==> config.mk <==
export PLATFORM = sky130hd
export DESIGN_NAME = fetch_unit
export DESIGN_NICKNAME = d
export VERILOG_FILES = /design/src/rtl/fetch_unit.sv
export SDC_FILE = /design/constraint.sdc
export NUM_CORES = 1
export LEC_CHECK = 0
export CAP_MARGIN = 20
export CORE_ASPECT_RATIO = 0.5
export CORE_UTILIZATION = 45
export DETAILED_ROUTE_END_ITERATION = 8
export PLACE_DENSITY = 0.73
export SLEW_MARGIN = 40
export SYNTH_ARGS = -nofsm -noshare
export SYNTH_HDL_FRONTEND = slang
export SYNTH_SLANG_ARGS = --single-unit
==> constraint.sdc <==
create_clock -name clk -period 12.7 [get_ports clk]
set_input_delay 1.27 -clock clk [delete_from_list [all_inputs] [get_ports clk]]
set_output_delay 1.27 -clock clk [all_outputs]
set_load 0.05 [all_outputs]
==> src/rtl/fetch_unit.sv <==
// Instruction fetch stage: one outstanding memory read, small PC-tagged FIFO, redirect flush.
// Define FETCH_BYPASS_EN to forward a response straight to the core when the FIFO is empty.
module fetch_unit #(
  parameter logic [31:0] RESET_ADDR = 32'h0000_0000,
  parameter int unsigned DEPTH      = 2
) (
  input  logic        clk,
  input  logic        reset,
  output logic [31:0] mem_addr,
  output logic        mem_req,
  input  logic        mem_ready,
  input  logic        mem_rvalid,
  input  logic [31:0] mem_rdata,
  output logic        instr_valid,
  input  logic        instr_ready,
  output logic [31:0] instr,
  output logic [31:0] instr_pc,
  input  logic        redirect,
  input  logic [31:0] redirect_pc
);
  localparam int unsigned PTR_W = $clog2(DEPTH);
  localparam int unsigned CNT_W = PTR_W + 1;
  localparam logic [CNT_W-1:0] DEPTH_C = CNT_W'(DEPTH);
  localparam logic [31:0] RESET_PC = RESET_ADDR & 32'hFFFF_FFFC;

  typedef enum logic [1:0] {IDLE, REQ, WAIT, DROP} state_e;

  state_e             state_q, state_d;
  logic [31:0]        fetch_pc_q, fetch_pc_d;
  logic [PTR_W-1:0]   rd_ptr_q, wr_ptr_q;
  logic [CNT_W-1:0]   count_q, count_d;
  logic [31:0]        data_q [DEPTH];
  logic [31:0]        pc_q   [DEPTH];

  logic accept, rsp_wait, fifo_valid, bypass_take, bypass_consume, push, pop;

  assign accept     = mem_req && mem_ready;
  assign rsp_wait   = (state_q == WAIT) && mem_rvalid;
  assign fifo_valid = (count_q != '0);

`ifdef FETCH_BYPASS_EN
  assign bypass_take = rsp_wait && !redirect && !fifo_valid && !reset;
`else
  assign bypass_take = 1'b0;
`endif
  assign bypass_consume = bypass_take && instr_ready;

  // Redirect overrides both push and pop in the same cycle.
  assign push = rsp_wait && !redirect && !bypass_consume;
  assign pop  = fifo_valid && instr_ready && !redirect;

  always_comb begin
    count_d    = redirect ? '0 : (count_q + CNT_W'(push) - CNT_W'(pop));
    fetch_pc_d = fetch_pc_q;
    if (redirect)      fetch_pc_d = redirect_pc & 32'hFFFF_FFFC;
    else if (rsp_wait) fetch_pc_d = fetch_pc_q + 32'd4;
  end

  // FSM state register
  always_ff @(posedge clk) begin
    if (reset) state_q <= IDLE;
    else       state_q <= state_d;
  end

  // FSM next-state logic
  always_comb begin
    state_d = state_q;
    case (state_q)
      IDLE: if (redirect || (count_q < DEPTH_C)) state_d = REQ;
      REQ: begin
        if (redirect)    state_d = accept ? DROP : REQ;
        else if (accept) state_d = WAIT;
      end
      WAIT: begin
        if (mem_rvalid)    state_d = (redirect || (count_d < DEPTH_C)) ? REQ : IDLE;
        else if (redirect) state_d = DROP;
      end
      DROP: if (mem_rvalid) state_d = REQ;
      default: state_d = IDLE;
    endcase
  end

  // FSM / datapath outputs; reset forces the reset-time values even before the first edge
  always_comb begin
    mem_req     = 1'b0;
    mem_addr    = fetch_pc_q;
    instr_valid = 1'b0;
    instr       = '0;
    instr_pc    = '0;
    if (reset) begin
      mem_addr = RESET_PC;
    end else begin
      mem_req = (state_q == REQ);
      if (fifo_valid) begin
        instr_valid = 1'b1;
        instr       = data_q[rd_ptr_q];
        instr_pc    = pc_q[rd_ptr_q];
      end else if (bypass_take) begin
        instr_valid = 1'b1;
        instr       = mem_rdata;
        instr_pc    = fetch_pc_q;
      end
    end
  end

  always_ff @(posedge clk) begin
    if (reset) begin
      fetch_pc_q <= RESET_PC;
      count_q    <= '0;
      rd_ptr_q   <= '0;
      wr_ptr_q   <= '0;
    end else begin
      fetch_pc_q <= fetch_pc_d;
      count_q    <= count_d;
      if (redirect) begin
        rd_ptr_q <= '0;
        wr_ptr_q <= '0;
      end else begin
        if (push) wr_ptr_q <= wr_ptr_q + PTR_W'(1);
        if (pop)  rd_ptr_q <= rd_ptr_q + PTR_W'(1);
      end
    end
  end

  always_ff @(posedge clk) begin
    if (push) begin
      data_q[wr_ptr_q] <= mem_rdata;
      pc_q[wr_ptr_q]   <= fetch_pc_q;
    end
  end

endmodule

==> results of run 1 <==
==> area by class of cell <==
| class | instances | area, um^2 |
|---|---|---|
| Tap cell | 198 | 248 |
| Fill cell | 1164 | 5490 |
| Timing Repair Buffer | 168 | 1660 |
| Inverter | 9 | 33.8 |
| Sequential cell | 161 | 4470 |
| Clock buffer | 18 | 429 |
| Clock inverter | 14 | 121 |
| Multi-Input combinational cell | 353 | 2370 |
==> flip-flops by register name (all words and copies together), names as in the netlist, named ones only <==
name	count
wr_ptr_q	1
data_q	64
rd_ptr_q	1
state_q	2
pc_q	60
count_q	2
fetch_pc_q	30
==> kinds of logic (layout without fill, tap and decap cells) <==
group	count (synthesis)	after routing
other cells	1	4
simple gates	198	198
compound gates	50	50
mux	64	64
buf+inv	46	209
flops	161	161
xor+xnor	30	30
fa+ha+maj	7	7
==> critical path: stages <==
cell	delay [ns]
buf_2	0.07
buf_4	0.57
o21bai_4	0.45
buf_4	0.49
nor2_1	0.09
clkdlybuf4s50_1	0.73
==> layout by cell type, fill, tap and decap left out, types with 6 or more instances in the layout <==
cell type / synthesis / final
a211oi_1: 15 / 15
a21oi_1: 14 / 14
and3_1: 11 / 11
buf_4: 5 / 6
clkbuf_16: 0 / 17
clkdlybuf4s50_1: 0 / 160
dfxtp_1: 37 / 36
edfxtp_1: 124 / 124
ha_1: 7 / 7
inv_1: 9 / 9
mux2i_1: 64 / 64
nand2_1: 16 / 16
nand3_1: 12 / 12
nand4_1: 11 / 11
nor2_1: 95 / 93
nor2b_1: 30 / 30
nor3_1: 6 / 6
xnor2_1: 12 / 12
xor2_1: 18 / 18
==> routing by layer <==
metal	up-vias	global-route usage (%)	share of wire, %
met4	0	5.79	0.99
li1	2304	-	-
met2	129	34.8	51
met3	16	3.47	3.8
met1	2342	24.3	45
met5	-	0	0
==> where the power goes <==
| group | switching, mW | total (mW) | internal [mW] |
|---|---|---|---|
| logic | 0.0460 | 0.0867 | 0.0407 |
| registers | 0.0132 | 0.588 | 0.575 |
| clock network | 0.219 | 0.475 | 0.257 |
| total | 0.278 | 1.15 | 0.873 |
==> per-stage QoR <==
stage               utilization (%)  hold WS (ns)  power, mW  instances  area [um^2]
floorplan                         -         0.449      0.646        560         7000
finish                         63.0         0.500       1.15        921         9330
global placement               59.2         0.472      0.684        889         8780
CTS                            63.0         0.506       1.16        921         9330
global route                   63.0         0.523       1.19        921         9330
detailed placement             59.3         0.496      0.686        889         8780
==> final timing paths <==
kind | startpoint | end | slack [ns]
max | reset | instr_pc[24] | 7.69
max reg2reg | state_q[0]$_SDFFE_PP0P_ | state_q[0]$_SDFFE_PP0P_ | 10.16
min reg2reg | state_q[1]$_SDFFE_PP0P_ | state_q[1]$_SDFFE_PP0P_ | 0.50
min | state_q[1]$_SDFFE_PP0P_ | state_q[1]$_SDFFE_PP0P_ | 0.50
==> key figures, run 1 <==
Floorplan
  – Starting density of the core: ~47%
  – Die ar.: 16100 um^2
  – Die Span Y: between 90 and 100 um
  – # rows: 31
  – Die Wd: between 150 and 200 um
  – Core Region: around 15000 um^2
  – Io pins: 168

CTS
  – Max clock buf depth: 2
  – H-tree depth: 4
  – Resized Gates After CTS: 0
  – Post CTS Setup Buffer Count: 0
  – CTS buffer count: 17
  – Clk root buf: clkbuf_16
  – Hold_buf cts: 0
  – Clk Latency, worst-skew pair: ~0.41 ns
  – Clock Sinks: between 150 and 200
  – Reg clk slew, reported paths: ~0.070 ns
  – CTS tree: built

STA
  – Slew Limit Headroom: between 50% and 60%
  – Final WS setup: ~7.7 ns
  – Period Utilization, post-route: a little under 40%
  – Crit path time final: between 5 and 6 ns
  – RSZ-0062 raised after global routing: false
  – Clk_skew: between 0.01 and 0.015 ns
  – Final setup TNS: 0 ns
  – Final hold viol count: 0
  – Tightest Pin Transition: about 0.73 ns
  – Final Setup Violations: 0
  – Max-slew violations: 0
  – Fmax achieved: between 150 and 200 MHz

Place
  – Gpl congestion: between 0.7 and 0.8
  – Pre-CTS WS: between 7 and 8 ns
  – IO Port Bufs: 161
  – Post-DP HPWL: roughly 9700 um

Detailed routing
  – DR vias: roughly 4800
  – Final wirelength: between 15000 and 20000 um
  – Routed len/inst: approximately 17 um
  – Via/cell ratio: roughly 5.2
  – DRC Markers: 0
  – 1st-pass router iterations: 4
  – Initial DRC Count: between 200 and 250
  – Post-DRT Antenna Nets: 0

Critical path
  – CP Launch Type: input port
  – CP arrival: 3.74 ns
  – Crit path capture type: output pin
  – CP Max Fanout: slightly above 70
  – CP Data Required Time: ~11 ns
  – Kind of critical path: input port to output pin
  – R2R cell count: 11

Synth
  – Synth Flop Type: edfxtp_1
  – Adder-cell share of the synthesized area: 1.25%
  – Synth cell count leaders: edfxtp_1 (124), nor2_1 (95), mux2i_1 (64)
  – Number of enable flip-flop cells after synthesis: about 120
  – Synth Area in Simple Gates: between 10% and 20%
  – Post-synthesis mux area share: 9.17%
  – Syn avg cell area: about 13 um^2
  – Sequential cell area fraction in the yosys report: between 60% and 70%
  – Post-synth ARST share: 0%
  – Register bit total from synthesis: approximately 160
  – Yosys top cell area share: 53.3%
  – Largest family of logic cells by synthesized area: simple AND/OR/NAND/NOR gates
  – YS warnings: 0
  – Largest area contributor in the netlist: edfxtp_1
  – Synth top area cells: edfxtp_1 (53%), dfxtp_1 (11%), mux2i_1 (9.2%)
  – Cell variety after synth: 42
  – XOR/XNOR share of the synthesized area: ~3.8%
  – Compound-Gate Fraction of Synth Area: about 4.6%
  – Cell count after synthesis: about 560
  – Post-synthesis cell area: between 6000 and 7000 um^2
  – Most common cell in the synthesized netlist: edfxtp_1

Cells and area
  – NumNets Final: approximately 790
  – Area delta synth->final: 33.5%
  – Antenna diode count: 0
  – Layout cells sized above 1: under 10%

Global route
  – Largest net degree at the start of global routing: just over 70
  – GRT overflow: 0
  – Number of global-route vias before repair: 4750
  – All-Layer GR Usage: between 15 and 20%
  – Initial antenna violation count: 0
  – First-pass GRT wire length: 24200 um

Power
  – Pleak: slightly above 3 nW
  – VDD IR max: a little under 0.0001 V
  – Pwr dens: 123 nW/um^2

Flow run
  – Max cap viols: 0

Outcome
  – Outcome: finished, final reports clean

Min path
  – Hold depth: 2
  – Hold Crit Class: register to register
Note: power is estimated with default switching activity, not from simulation.
==> run 2, diff against run 1 <==
PLACE_DENSITY = 0.75   (was 0.73)
clock period = 4.56 ns   (was 12.7 ns; I/O delays follow)
==> run 2 against run 1 <==
Effect of this change:
- power increased to 2.8 times the previous value
- design area increased by 1.0%
- sequential power increased to 2.8 times the previous value
- routed wire length increased by 2.0%
- die area unchanged
- worst setup slack got worse by 6.4 ns
- highest routed layer unchanged
==> key figures, run 2 (same netlist as run 1, synthesis figures left out) <==
STA
  – Max-slew violations: 0 (unchanged)
  – Tightest Pin Transition: 0.756 ns (+0.0298 ns)
  – Crit path time final: 3.25 ns
  – Slew Limit Headroom: 49.5% (-2.1 points)
  – Fmax achieved: slightly above 300 MHz
  – Final setup TNS: 0 ns (unchanged)
  – Clk_skew: 0.0113 ns (+0.000684 ns)
  – Final WS setup: 1.31 ns (-6.37 ns)
  – Final hold slack: 0.497 ns (-0.00282 ns)
  – RSZ-0062 raised after global routing: false
  – Period Utilization, post-route: 71.2%
  – Final Setup Violations: 0 (unchanged)
  – Final hold viol count: 0 (unchanged)

CTS
  – Reg clk slew, reported paths: 0.07 ns (about the same)
  – Clk root buf: clkbuf_16
  – CTS buffer count: 17 (unchanged)
  – Clock Sinks: 161 (unchanged)
  – Max clock buf depth: 2 (unchanged)
  – H-tree depth: 4 (unchanged)
  – CTS tree: built
  – Hold_buf cts: 0 (unchanged)
  – Post CTS Setup Buffer Count: 0 (unchanged)
  – Clk Latency, worst-skew pair: 0.42 ns (about the same)
  – Resized Gates After CTS: 0 (unchanged)

Global route
  – GRT overflow: 0 (unchanged)
  – Largest net degree at the start of global routing: 71 (-1.4%)
  – All-Layer GR Usage: 19.6% (about the same)
  – Initial antenna violation count: 0 (unchanged)
  – First-pass GRT wire length: 24400 um (+0.43%)
  – Number of global-route vias before repair: 4731 (-0.40%)

Place
  – IO Port Bufs: 161 (unchanged)
  – Pre-CTS WS: 1.66 ns (-6.01 ns)
  – Gpl congestion: 0.752 (-2.2%)
  – Post-DP HPWL: 10200 um (+4.9%)
  – Area after DPL: 8850 um^2 (+0.81%)

Critical path
  – Crit-path slowest cell: clkdlybuf4s50_1
  – CP max stage delay: 0.74 ns (about the same)
  – Largest delay share family, worst path: buffers and inverters
  – Crit path capture type: output pin
  – CP Launch Type: register
  – CP Max Fanout: 36 (-49%)
  – Kind of critical path: register to output pin
  – CP Buf/Inv Count: 2 (-2)
  – Crit-path cells: o21bai_4, buf_4, nor2_1, clkdlybuf4s50_1
  – CP arrival: 2.79 ns (-0.95 ns)
  – CP Data Required Time: 4.10 ns (-7.33 ns)

Cells and area
  – Leading registers by flop count: data_q: 64 flops, pc_q: 60 flops, fetch_pc_q: 30 flops
  – Most common cell after layout, fill and taps aside: clkdlybuf4s50_1
  – Area delta synth->final: 34.9%
  – Multi-input logic area: 2370 um^2 (unchanged)
  – Reg with most FFs: data_q
  – NumNets Final: 791 (+0.51%)
  – Most frequent cells in the layout: clkdlybuf4s50_1 (160), edfxtp_1 (124), nor2_1 (93)
  – Antenna diode count: 0 (unchanged)
  – FF+latch area: 4470 um^2 (unchanged)
  – Max FFs per register: 64 (unchanged)
  – Layout cells sized above 1: 7.29% (+0.37 points)
  – Fill cell count: 1141 (-2.0%)
  – Design Area, Final: 9430 um^2 (+1.0%)

Flow run
  – Max cap viols: 0 (unchanged)

Detailed routing
  – DRC Markers: 0 (unchanged)
  – Via/cell ratio: 5.16 (-0.89%)
  – Post-DRT Antenna Nets: 0 (unchanged)
  – DR vias: 4769 (-0.46%)
  – Initial DRC Count: 262 (+19%)
  – Final wirelength: 15500 um (+2.0%)
  – Routed len/inst: 16.8 um (+1.5%)
  – 1st-pass router iterations: 4 (unchanged)

Floorplan
  – Io pins: 168 (unchanged)
  – Die ar.: 16100 um^2 (unchanged)
  – Die Span Y: 90.1 um (unchanged)
  – Die Wd: 178 um (unchanged)
  – Starting density of the core: 47.2% (unchanged)
  – # rows: 31 (unchanged)
  – Core Region: 14800 um^2 (unchanged)

Power
  – VDD IR max: 0.000263 V (+170%)
  – Pleak: 3.10 nW (+1.7%)
  – Pwr dens: 347 nW/um^2 (+180%)

Min path
  – Hold Crit Class: register to register

Outcome
  – Outcome: finished, final reports clean
## run 2: changes by cell type in the layout (fill, tap and decap cells not counted), sizes merged
cell,previous run,this run
buf,8,12
clkbuf,18,19
bufinv,0,1
inv,16,17
clkinvlp,4,1
## run 2: cell type report
type / instances / area share (%)
well taps: 198 / 2.63
clock inverters: 13 / 1.50
multi-input cells: 353 / 25.1
flip-flops and latches: 161 / 47.4
clock buffers: 19 / 4.59
repair buffers: 172 / 18.4
inverters: 9 / 0.358
## run 2: per-layer routing
metal	GRT usage (%)	wire length (um)
met5	0	0
met4	5.08	121
met3	3.26	584
met2	34.0	7840
met1	25.5	6970
## run 2: through the flow
step | power, mW | cells | util, %
after CTS | 3.29 | 925 | 63.6
after floorplan | 1.80 | 560 | -
after detailed placement | 1.91 | 893 | 59.7
after global routing | 3.38 | 925 | 63.6
after global placement | 1.90 | 891 | 59.4
final | 3.27 | 925 | 63.6
## run 2: report_power, final
part | switching (mW) | leakage [nW] | internal (mW) | total (mW)
logic | 0.128 | 1.39 | 0.114 | 0.242
clock network | 0.615 | 0.279 | 0.775 | 1.39
registers | 0.0372 | 1.43 | 1.60 | 1.64
total | 0.780 | 3.10 | 2.49 | 3.27
## run 2: path summary, 6_finish.rpt
path,startpoint,end,slack [ns],cells past startpoint
max,count_q[1]$_SDFF_PP0_,instr_pc[20],1.31,4
min,fetch_pc_q[31]$_SDFFE_PP0P_,pc_q[1][31]$_DFFE_PP_,0.50,0
max reg2reg,state_q[0]$_SDFFE_PP0P_,state_q[0]$_SDFFE_PP0P_,2.05,11
min reg2reg,fetch_pc_q[31]$_SDFFE_PP0P_,pc_q[1][31]$_DFFE_PP_,0.50,0
